**src/rtl/flow_rate_pkg.sv**
```systemverilog
// flow_rate_pkg
// Shared constants, types and helpers for the multi-channel flow-rate shaper.
//   DEF_*        : default parameter values for flow_rate_shaper_mc
//   STAT_W       : width of the optional per-channel statistics counters
//   rate_t       : rate word at the default RATE_W
//   bitrev()     : reverse the low 'w' bits of a word (w <= BITREV_MAX_W)
// Optional feature macro used by the other files: FLOW_RATE_STATS_EN.
package flow_rate_pkg;

  localparam int DEF_NUM_CH   = 4;
  localparam int DEF_RATE_W   = 7;
  localparam int DEF_CNT_W    = 9;
  localparam int STAT_W       = 16;
  localparam int BITREV_MAX_W = 32;

  typedef logic [DEF_RATE_W-1:0] rate_t;
  typedef logic [STAT_W-1:0]     stat_t;

  // Bits at or above 'w' in the result are zero. 'w' must be an
  // elaboration-time constant for the loop to unroll into plain wiring.
  function automatic logic [BITREV_MAX_W-1:0] bitrev(
    input logic [BITREV_MAX_W-1:0] v,
    input int unsigned             w
  );
    logic [BITREV_MAX_W-1:0] r;
    r = '0;
    for (int unsigned i = 0; i < BITREV_MAX_W; i++) begin
      if (i < w) r[i] = v[w-1-i];
    end
    return r;
  endfunction

endpackage

```
**src/rtl/flow_rate_channel.sv**
```systemverilog
// flow_rate_channel
// One shaping channel: shadow rate, allowance compare, saturating credit
// counter, Rdy hysteresis, Sat pulse and (with FLOW_RATE_STATS_EN) a
// saturating 16-bit count of Sat pulses.
// Ports:
//   clk_i, rst_ni   : clock, asynchronous active-low reset
//   enable_i        : 1 = credit logic advances, 0 = hold (shadow reloads)
//   boundary_i      : 1 on the last phase slot of a period while enabled
//   rate_i          : programmed disabled-slot count for this channel
//   ph_rev_i        : bit-reversed shared phase
//   hi_thr_i        : Rdy deassert threshold
//   lo_thr_i        : Rdy reassert threshold
//   flow_i          : channel consumed a slot this cycle
//   stat_clr_i      : synchronous clear of the statistics counter
//   rdy_o           : channel may send
//   sat_o           : increment attempted at counter max (1-cycle pulse)
//   stat_o          : statistics counter (0 when the feature is absent)
module flow_rate_channel
  import flow_rate_pkg::*;
#(
  parameter int RATE_W = DEF_RATE_W,
  parameter int CNT_W  = DEF_CNT_W
) (
  input  logic              clk_i,
  input  logic              rst_ni,
  input  logic              enable_i,
  input  logic              boundary_i,
  input  logic [RATE_W-1:0] rate_i,
  input  logic [RATE_W-1:0] ph_rev_i,
  input  logic [CNT_W-1:0]  hi_thr_i,
  input  logic [CNT_W-1:0]  lo_thr_i,
  input  logic              flow_i,
  input  logic              stat_clr_i,
  output logic              rdy_o,
  output logic              sat_o,
  output stat_t             stat_o
);

  localparam logic [CNT_W-1:0] CNT_MAX = '1;

  logic [RATE_W-1:0] shadow_q, shadow_d;
  logic [CNT_W-1:0]  cnt_q, cnt_d;
  logic              rdy_q, rdy_d;
  logic              sat_q, sat_d;
  logic              allow;

  always_comb begin
    allow    = (ph_rev_i >= shadow_q);
    shadow_d = shadow_q;
    cnt_d    = cnt_q;
    rdy_d    = rdy_q;
    sat_d    = 1'b0;

    // Rate changes only land on a period boundary (or while idle) so a
    // period is never evaluated against two different rates.
    if (!enable_i || boundary_i) shadow_d = rate_i;

    if (enable_i) begin
      if (flow_i && !allow) begin
        if (cnt_q == CNT_MAX) sat_d = 1'b1;
        else                  cnt_d = cnt_q + 1'b1;
      end else if (!flow_i && allow) begin
        if (cnt_q != '0) cnt_d = cnt_q - 1'b1;
      end

      // Deassert wins, so LoThr >= HiThr degenerates to cnt < HiThr.
      if (cnt_d >= hi_thr_i)      rdy_d = 1'b0;
      else if (cnt_d <= lo_thr_i) rdy_d = 1'b1;
    end
  end

  always_ff @(posedge clk_i or negedge rst_ni) begin
    if (!rst_ni) begin
      shadow_q <= '0;
      cnt_q    <= '0;
      rdy_q    <= 1'b1;
      sat_q    <= 1'b0;
    end else begin
      shadow_q <= shadow_d;
      cnt_q    <= cnt_d;
      rdy_q    <= rdy_d;
      sat_q    <= sat_d;
    end
  end

  assign rdy_o = rdy_q;
  assign sat_o = sat_q;

`ifdef FLOW_RATE_STATS_EN
  stat_t stat_q, stat_d;

  always_comb begin
    stat_d = stat_q;
    if (stat_clr_i)                  stat_d = '0;
    else if (sat_q && stat_q != '1)  stat_d = stat_q + 1'b1;
  end

  always_ff @(posedge clk_i or negedge rst_ni) begin
    if (!rst_ni) stat_q <= '0;
    else         stat_q <= stat_d;
  end

  assign stat_o = stat_q;
`else
  logic unused_stat_clr;
  assign unused_stat_clr = stat_clr_i;
  assign stat_o          = '0;
`endif

endmodule

```
**src/rtl/flow_rate_shaper_mc.sv**
```systemverilog
// flow_rate_shaper_mc
// Multi-channel flow-rate shaper and throttle. A shared phase counter is
// bit-reversed to give an evenly dithered allowance pattern; each channel
// compares its Flow against that pattern with a saturating credit counter
// and drives Rdy back-pressure with hysteresis.
// Optional feature macro: FLOW_RATE_STATS_EN (per-channel Sat statistics).
// Ports:
//   Clk, RstN    : clock (rising edge), asynchronous active-low reset
//   Enable       : 1 = shaping advances, 0 = phase/counters hold
//   DisableRate  : per-channel disabled slots per period, ch c at [c*RATE_W +: RATE_W]
//   HiThr, LoThr : shared Rdy deassert / reassert thresholds
//   Flow         : per-channel slot consumed this cycle
//   Rdy          : per-channel may-send
//   Sat          : per-channel saturation pulse
//   StatClr      : clear statistics counters
//   StatCnt      : per-channel 16-bit statistics, ch c at [c*16 +: 16]
module flow_rate_shaper_mc
  import flow_rate_pkg::*;
#(
  parameter int NUM_CH = DEF_NUM_CH,
  parameter int RATE_W = DEF_RATE_W,
  parameter int CNT_W  = DEF_CNT_W
) (
  input  logic                     Clk,
  input  logic                     RstN,
  input  logic                     Enable,
  input  logic [NUM_CH*RATE_W-1:0] DisableRate,
  input  logic [CNT_W-1:0]         HiThr,
  input  logic [CNT_W-1:0]         LoThr,
  input  logic [NUM_CH-1:0]        Flow,
  output logic [NUM_CH-1:0]        Rdy,
  output logic [NUM_CH-1:0]        Sat,
  input  logic                     StatClr,
  output logic [NUM_CH*STAT_W-1:0] StatCnt
);

  localparam logic [RATE_W-1:0] PH_MAX = '1;

  logic [RATE_W-1:0]       ph_q, ph_d;
  logic                    boundary;
  logic [BITREV_MAX_W-1:0] ph_rev_wide;
  logic [RATE_W-1:0]       ph_rev;
  logic                    unused_ph_rev_hi;

  always_comb begin
    ph_d = ph_q;
    if (Enable) ph_d = ph_q + 1'b1;  // natural wrap at 2^RATE_W
  end

  always_ff @(posedge Clk or negedge RstN) begin
    if (!RstN) ph_q <= '0;
    else       ph_q <= ph_d;
  end

  assign boundary         = Enable && (ph_q == PH_MAX);
  assign ph_rev_wide      = bitrev(BITREV_MAX_W'(ph_q), RATE_W);
  assign ph_rev           = ph_rev_wide[RATE_W-1:0];
  assign unused_ph_rev_hi = ^ph_rev_wide[BITREV_MAX_W-1:RATE_W];

  for (genvar c = 0; c < NUM_CH; c++) begin : g_ch
    flow_rate_channel #(
      .RATE_W (RATE_W),
      .CNT_W  (CNT_W)
    ) u_ch (
      .clk_i      (Clk),
      .rst_ni     (RstN),
      .enable_i   (Enable),
      .boundary_i (boundary),
      .rate_i     (DisableRate[c*RATE_W +: RATE_W]),
      .ph_rev_i   (ph_rev),
      .hi_thr_i   (HiThr),
      .lo_thr_i   (LoThr),
      .flow_i     (Flow[c]),
      .stat_clr_i (StatClr),
      .rdy_o      (Rdy[c]),
      .sat_o      (Sat[c]),
      .stat_o     (StatCnt[c*STAT_W +: STAT_W])
    );
  end

endmodule

```
**config.mk**
```make
export PLATFORM = sky130hd
export DESIGN_NAME = flow_rate_shaper_mc
export DESIGN_NICKNAME = d
export VERILOG_FILES = /design/src/rtl/flow_rate_pkg.sv /design/src/rtl/flow_rate_channel.sv /design/src/rtl/flow_rate_shaper_mc.sv
export SDC_FILE = /design/constraint.sdc
export NUM_CORES = 1
export LEC_CHECK = 0
export ABC_AREA = 1
export ABC_CLOCK_PERIOD_IN_PS = 3430
export BUFFER_PORTS_ARGS = -buffer_cell sky130_fd_sc_hd__clkbuf_2
export CORE_ASPECT_RATIO = 0.5
export CORE_UTILIZATION = 60
export DETAILED_ROUTE_END_ITERATION = 8
export MAX_ROUTING_LAYER = met4
export PLACE_DENSITY = 0.87
export SLEW_MARGIN = 0
export SYNTH_ARGS = -nofsm -noshare
export SYNTH_HDL_FRONTEND = slang
export SYNTH_SLANG_ARGS = --single-unit
```
**constraint.sdc**
```tcl
create_clock -name Clk -period 3.43 [get_ports Clk]
set_clock_uncertainty 0.2 [all_clocks]
set_input_delay 0.343 -clock Clk [delete_from_list [all_inputs] [get_ports Clk]]
set_output_delay 0.343 -clock Clk [all_outputs]
set_load 0.02 [all_outputs]
```
-- After elaboration in Yosys (flattened, before gate mapping)
Cells that the tools add are included.
- $lt $le $gt $ge: 12
- muxes and demuxes: 40
- reductions and logical operators: 31
- add/sub/neg operators: 9
- equal/unequal tests: 5
- operators with widths (kind ; number):
    $mux 9 ; 20
    $add 9x1->9 const B ; 4
    $eq 9x9->1 const B ; 4
    $ge 9x9->1 ; 4
    $le 9x9->1 ; 4
    $reduce_bool 9->1 ; 4
    $sub 9x1->9 const B ; 4
    $ge 7x7->1 ; 4
    $mux 1 ; 20
    $logic_and 1x1->1 ; 9
    $logic_not 1->1 ; 9
    $reduce_and 2->1 ; 4
    $reduce_bool 2->1 ; 4
    $add 7x1->7 const B ; 1
    $eq 7x7->1 const B ; 1
    $logic_or 1x1->1 ; 1
- input port bits: 54
- logic and storage cells: 114
- output and inout bits: 72
- register bits after elaboration: 79

-- Logic depth before layout (Yosys ltp)
- depth after elaboration: 8
- depth in mapped cells: 21
- gate-level depth less buffers: 21

-- Cells and area by module
A second synthesis with hierarchy kept.
- cells, all modules: 1371
- area total of the unflattened synthesis: 9426.5 µm²
- modules (own cells, without submodules) (module ; sequential area each (µm²) ; cells an instance ; area each (µm²) ; times used):
    flow_rate_channel ; 451.7 ; 333 ; 2270.9 ; 4
    flow_rate_shaper_mc ; 175.2 ; 39 ; 342.8 ; 1

-- Worst setup path before layout
Ideal clock, no wire load.
- path kind: reg2reg
- from: reg ph_q[0]
- to: reg g_ch[3].u_ch.rdy_q
- setup slack: 0.705 ns
- data arrival time: 2.448 ns
- required time: 3.154 ns
- setup time: 0.076 ns
- stages on the path, launching flop included: 19
- buffers on the path: 0
- cells stage by stage: dfrtp_1 -> ha_1 -> nand2_1 -> inv_2 -> a21oi_2 -> nand2_2 -> nand2_1 -> nand2_1 -> nand2_1 -> nand2_1 -> and2_1 -> ha_1 -> nand2_1 -> nor2_1 -> nand3b_1 -> nand3_1 -> nand2_1 -> a21oi_1 -> nor2_1
- word-level cells in the longest chain between the ends: 8
- elaborated cells between the ends (all ways): 12
- those cells by class: order compare: 3; mux: 4; reduce/logical: 5
- RTL lines (what ; line ; text):
    start, declared ; flow_rate_shaper_mc.sv:39 ; logic [RATE_W-1:0] ph_q, ph_d;
    start signal, assigned ; flow_rate_shaper_mc.sv:52 ; else ph_q <= ph_d;
    $ge 7x7->1 * ; flow_rate_channel.sv:48 ; allow = (ph_rev_i >= shadow_q);
    $logic_and 1x1->1 / $logic_not 1->1 (equally long branches) ; flow_rate_channel.sv:62, flow_rate_channel.sv:59 ;
    $mux 9 / $logic_and 1x1->1 (equally long branches) ; flow_rate_channel.sv:62, flow_rate_channel.sv:59 ;
    $mux 9 * ; flow_rate_channel.sv:59 ; if (flow_i && !allow) begin
    $mux 9 * ; flow_rate_channel.sv:58 ; if (enable_i) begin
    $le 9x9->1 / $ge 9x9->1 (equally long branches) ; flow_rate_channel.sv:68, flow_rate_channel.sv:67 ;
    $reduce_bool 2->1 (no source line) ; -- ;
    $reduce_and 2->1 (no source line) ; -- ;
    end signal, assigned ; flow_rate_channel.sv:81 ; rdy_q <= rdy_d;
    end, declared ; flow_rate_channel.sv:43 ; logic rdy_q, rdy_d;
Mark *: on every way between the ends. The rest lies on a longest branch, timed or not. The select of a mux whose other input is x is not followed.
A chain may end at the register's enable or synchronous reset.

-- Worst setup path in the final report
- from: reg ph_q[4]
- to: reg g_ch[2].u_ch.rdy_q
- word-level cells in the longest chain between the ends: 8
- elaborated cells between the ends (all ways): 12
- those cells by class: order compare: 3; mux: 4; reduce/logical: 5
- RTL lines (what ; line):
    $ge 7x7->1 * ; flow_rate_channel.sv:48
    $logic_and 1x1->1 / $logic_not 1->1 (equally long branches) ; flow_rate_channel.sv:62, flow_rate_channel.sv:59
    $mux 9 / $logic_and 1x1->1 (equally long branches) ; flow_rate_channel.sv:62, flow_rate_channel.sv:59
    $mux 9 * ; flow_rate_channel.sv:59
    $mux 9 * ; flow_rate_channel.sv:58
    $le 9x9->1 / $ge 9x9->1 (equally long branches) ; flow_rate_channel.sv:68, flow_rate_channel.sv:67
    $reduce_bool 2->1 (no source line) ; --
    $reduce_and 2->1 (no source line) ; --
    end signal, assigned ; flow_rate_channel.sv:81
    end, declared ; flow_rate_channel.sv:43
Marked as above.

==> results.py <==
metrics = {
    "outcome": {
        "status": "finished, violations left",
        "violations": "negative hold slack",
    },
    "timing": {
        "setup_tns_ps": 0,
        "final_hold_viol_count": 28,
        "finalCritPeriodShare": 0.960,
        "setup_ws_ps": 136,
        "fin_crit_ps": 3290,
        "relSlewSlack": 0.292,
        "finalSetupViolCount": 0,
        "slew_viol_final": 0,
        "clock.fmax_mhz": 304,
        "hold_slack_ps": -31.0,
        "max_slew.worst_pin.slew_ps": 1060,
    },
    "critical_path": {
        "endpoint_kind": "flop",
        "worst-setup-path-type": "flop to flop",
        "critical-path-slowest-cell": "dfrtp_2",
        "critPathBufInv": 3,
        "cp_top_family": "simple AND/OR/NAND/NOR gates",
        "cp_common_cell": "nand2_1",
        "crit_chain": "buf_4 -> ha_1 -> a21oi_1 -> nand2_1 -> nand2_2 -> nand2_4 -> nor2_8 -> buf_4 -> nand2_1 -> and2_1 -> ha_1 -> a21oi_1 -> o21a_1 -> nand4_1 -> nand2_1 -> inv_1 -> nor2_1",
        "critical_path.max_stage_delay_ps": 440,
        "cp.arrival_ps": 3390,
        "critPathLaunchType": "flop",
        "cp_data_required_time_ps": 3520,
        "crit_fanout": 6,
    },
    "logic_synthesis": {
        "yosys_most_used_dff": "dfrtp_1",
        "synthTopCellsByArea": "dfrtp_1, nand2_1, ha_1",
        "synthArstFlopShare": 1.00,
        "synth_area_sq_um": 8980,
        "synthXorXnorAreaFrac": 0.0380,
        "synth_most_common_cell": "nand2_1",
        "synth_cells": 1303,
        "yosysTopAreaCell": "dfrtp_1",
        "yosysWarnings": 0,
        "synth_top_area_frac": 0.209,
        "avgSynthCellArea_sq_um": 6.89,
        "synth-simple-area-share": 0.367,
        "synth_edf_count": 0,
        "synthMuxAreaShare": 0.00502,
        "synth_commonest_cells": "nand2_1, nand3_1, inv_1",
        "post_synth_num_cell_types": 42,
        "ys_ff_latch": 79,
        "synth_top_family_by_area": "simple AND/OR/NAND/NOR gates",
        "yosysSeqAreaShare": 0.221,
        "synthAdderAreaFrac": 0.156,
        "synth-compound-area-share": 0.0690,
    },
    "power_and_ir_drop": {
        "power_mw": 8.72,
        "ir_drop_uv": 391,
        "leakagePower_nw": 5.24,
        "pwr_density_cell_nw_per_um2": 919,
    },
    "final_layout": {
        "nNetsFinal": 1517,
        "utilization": 0.653,
        "fillers": 1235,
        "synthToLayoutAreaGrowth_pct": 5.71,
        "diodes": 0,
        "drive_above_1_share": 0.128,
    },
    "global_routing": {
        "grt_max_degree": 80,
        "grt_pass1_vias": 7608,
        "antenna_found_initial": 0,
        "grt_usage": 0.288,
        "grt_pass1_wl_um": 34700,
        "grt_overflow": 0,
    },
    "floorplanning": {
        "io_pins": 126,
        "die_h_um": 88.5,
        "initial_core_util": 0.617,
        "core_area_sq_um": 14500,
        "placementRows": 31,
        "die_w_um": 175,
        "die_area_sq_um": 15500,
    },
    "detailed_routing": {
        "drtPass1Iterations": 7,
        "viasPerCell": 5.45,
        "wl_per_cell_um": 13.9,
        "drtAntennaViolNets": 0,
        "num_vias": 8470,
        "routed_wl_um": 21600,
        "drc_errors": 0,
        "drt_iter0_markers": 615,
    },
    "clock_tree": {
        "htree_num_levels": 3,
        "clk_latency_ps": 360,
        "clockBufferDepth": 2,
        "tritoncts": "done",
        "clock-root-buffer": "clkbuf_16",
        "clock-sinks": 79,
        "cts_made_buffers": 9,
        "clkTransAtPathRegs_ps": 70,
    },
    "placement": {
        "port_buffers": 60,
        "post-place-ws_ps": 129,
        "gp_congestion": 0.966,
        "hpwl_um": 16200,
    },
    "min_path": {
        "hp-class": "primary input to asynchronous set/reset pin",
    },
    "flow_run": {
        "maxCapViolCount": 0,
    },
}
[kinds of logic (layout without fill, tap and decap cells)]
group                    after synthesis  after routing
buffers and inverters                241            230
AND/OR/NAND/NOR                      716            717
other                                  1             64
flip-flops                            79             79
multiplexers                           4              4
AO/OA/AOI/OAI                        111            111
adder cells (fa/ha/maj)              112            112
XOR/XNOR                              39             39
[power by group]
part	switching [mW]	internal, mW	leakage, nW
logic	3.67	2.23	4.14
clock network	0.441	0.572	0.144
registers	0.557	1.25	0.956
total	4.67	4.05	5.24
[layer usage]
metal	routed length, um	track usage	vias up
met5	0	-	-
met4	441	0.103	0
met3	1590	0.0455	52
met2	10000	0.492	353
met1	9590	0.350	3877
li1	-	-	4188
[state kept, by name, indices dropped and copies added, names as in the netlist]
name / flops
g_ch.u_ch.cnt_q: 36
g_ch.u_ch.shadow_q: 28
ph_q: 7
g_ch.u_ch.rdy_o: 4
g_ch.u_ch.sat_o: 4
[final cells by class]
| class | instances | area [sq um] | share of cell area |
|---|---|---|---|
| Clock buffer | 9 | 225 | 0.0237 |
| Clock inverter | 7 | 78.8 | 0.00830 |
| Inverter | 135 | 510 | 0.0538 |
| Multi-Input combinational cell | 1047 | 5990 | 0.631 |
| Sequential cell | 79 | 1980 | 0.209 |
| Tap cell | 198 | 248 | 0.0261 |
| Timing Repair Buffer | 79 | 458 | 0.0482 |
[final timing paths]
kind	startpoint	to	slack, ps	depth (start not counted)
setup reg to reg	ph_q[4]	g_ch[2].u_ch.rdy_o	140	17
min in group Clk	DisableRate[18]	g_ch[2].u_ch.shadow_q[4]	0	3
hold / removal	RstN	g_ch[0].u_ch.shadow_q[2]	-30	1
max in group asynchronous	RstN	ph_q[4]	2340	1
setup / recovery	ph_q[4]	g_ch[2].u_ch.rdy_o	140	17
hold reg to reg	g_ch[2].u_ch.cnt_q[8]	g_ch[2].u_ch.cnt_q[8]	320	2
[cells in the final DEF, fill, tap and decap left out, types with 8 or more instances in the layout]
cell type and n:
and2_1 20, clkbuf_16 9, ha_1 112, nand3b_1 8, nor2_1 53, a21oi_1 44
o21ai_0 37, nor2_2 12, nand4_1 27, xor2_1 35, o21a_1 8, nand2_2 9
inv_1 112, dfrtp_1 74, clkbuf_2 59, inv_2 18, nand3_1 124, buf_4 15
nor3_1 14, conb_1 64, nand2_1 421
[stage by stage]
stage,area (sq um),instances
floorplan,9220,1366
global placement,9080,1530
detailed placement,9080,1530
CTS,9430,1551
global route,9490,1554
finish,9490,1554
[repair_timing]
item,in CTS,in global routing
gates resized for setup,0,16
hold buffers,5,0
setup endpoints to repair,0,4
buffers inserted,0,2
endpoints found under the hold margin,5,0
Note: power is estimated with default switching activity, not from simulation.
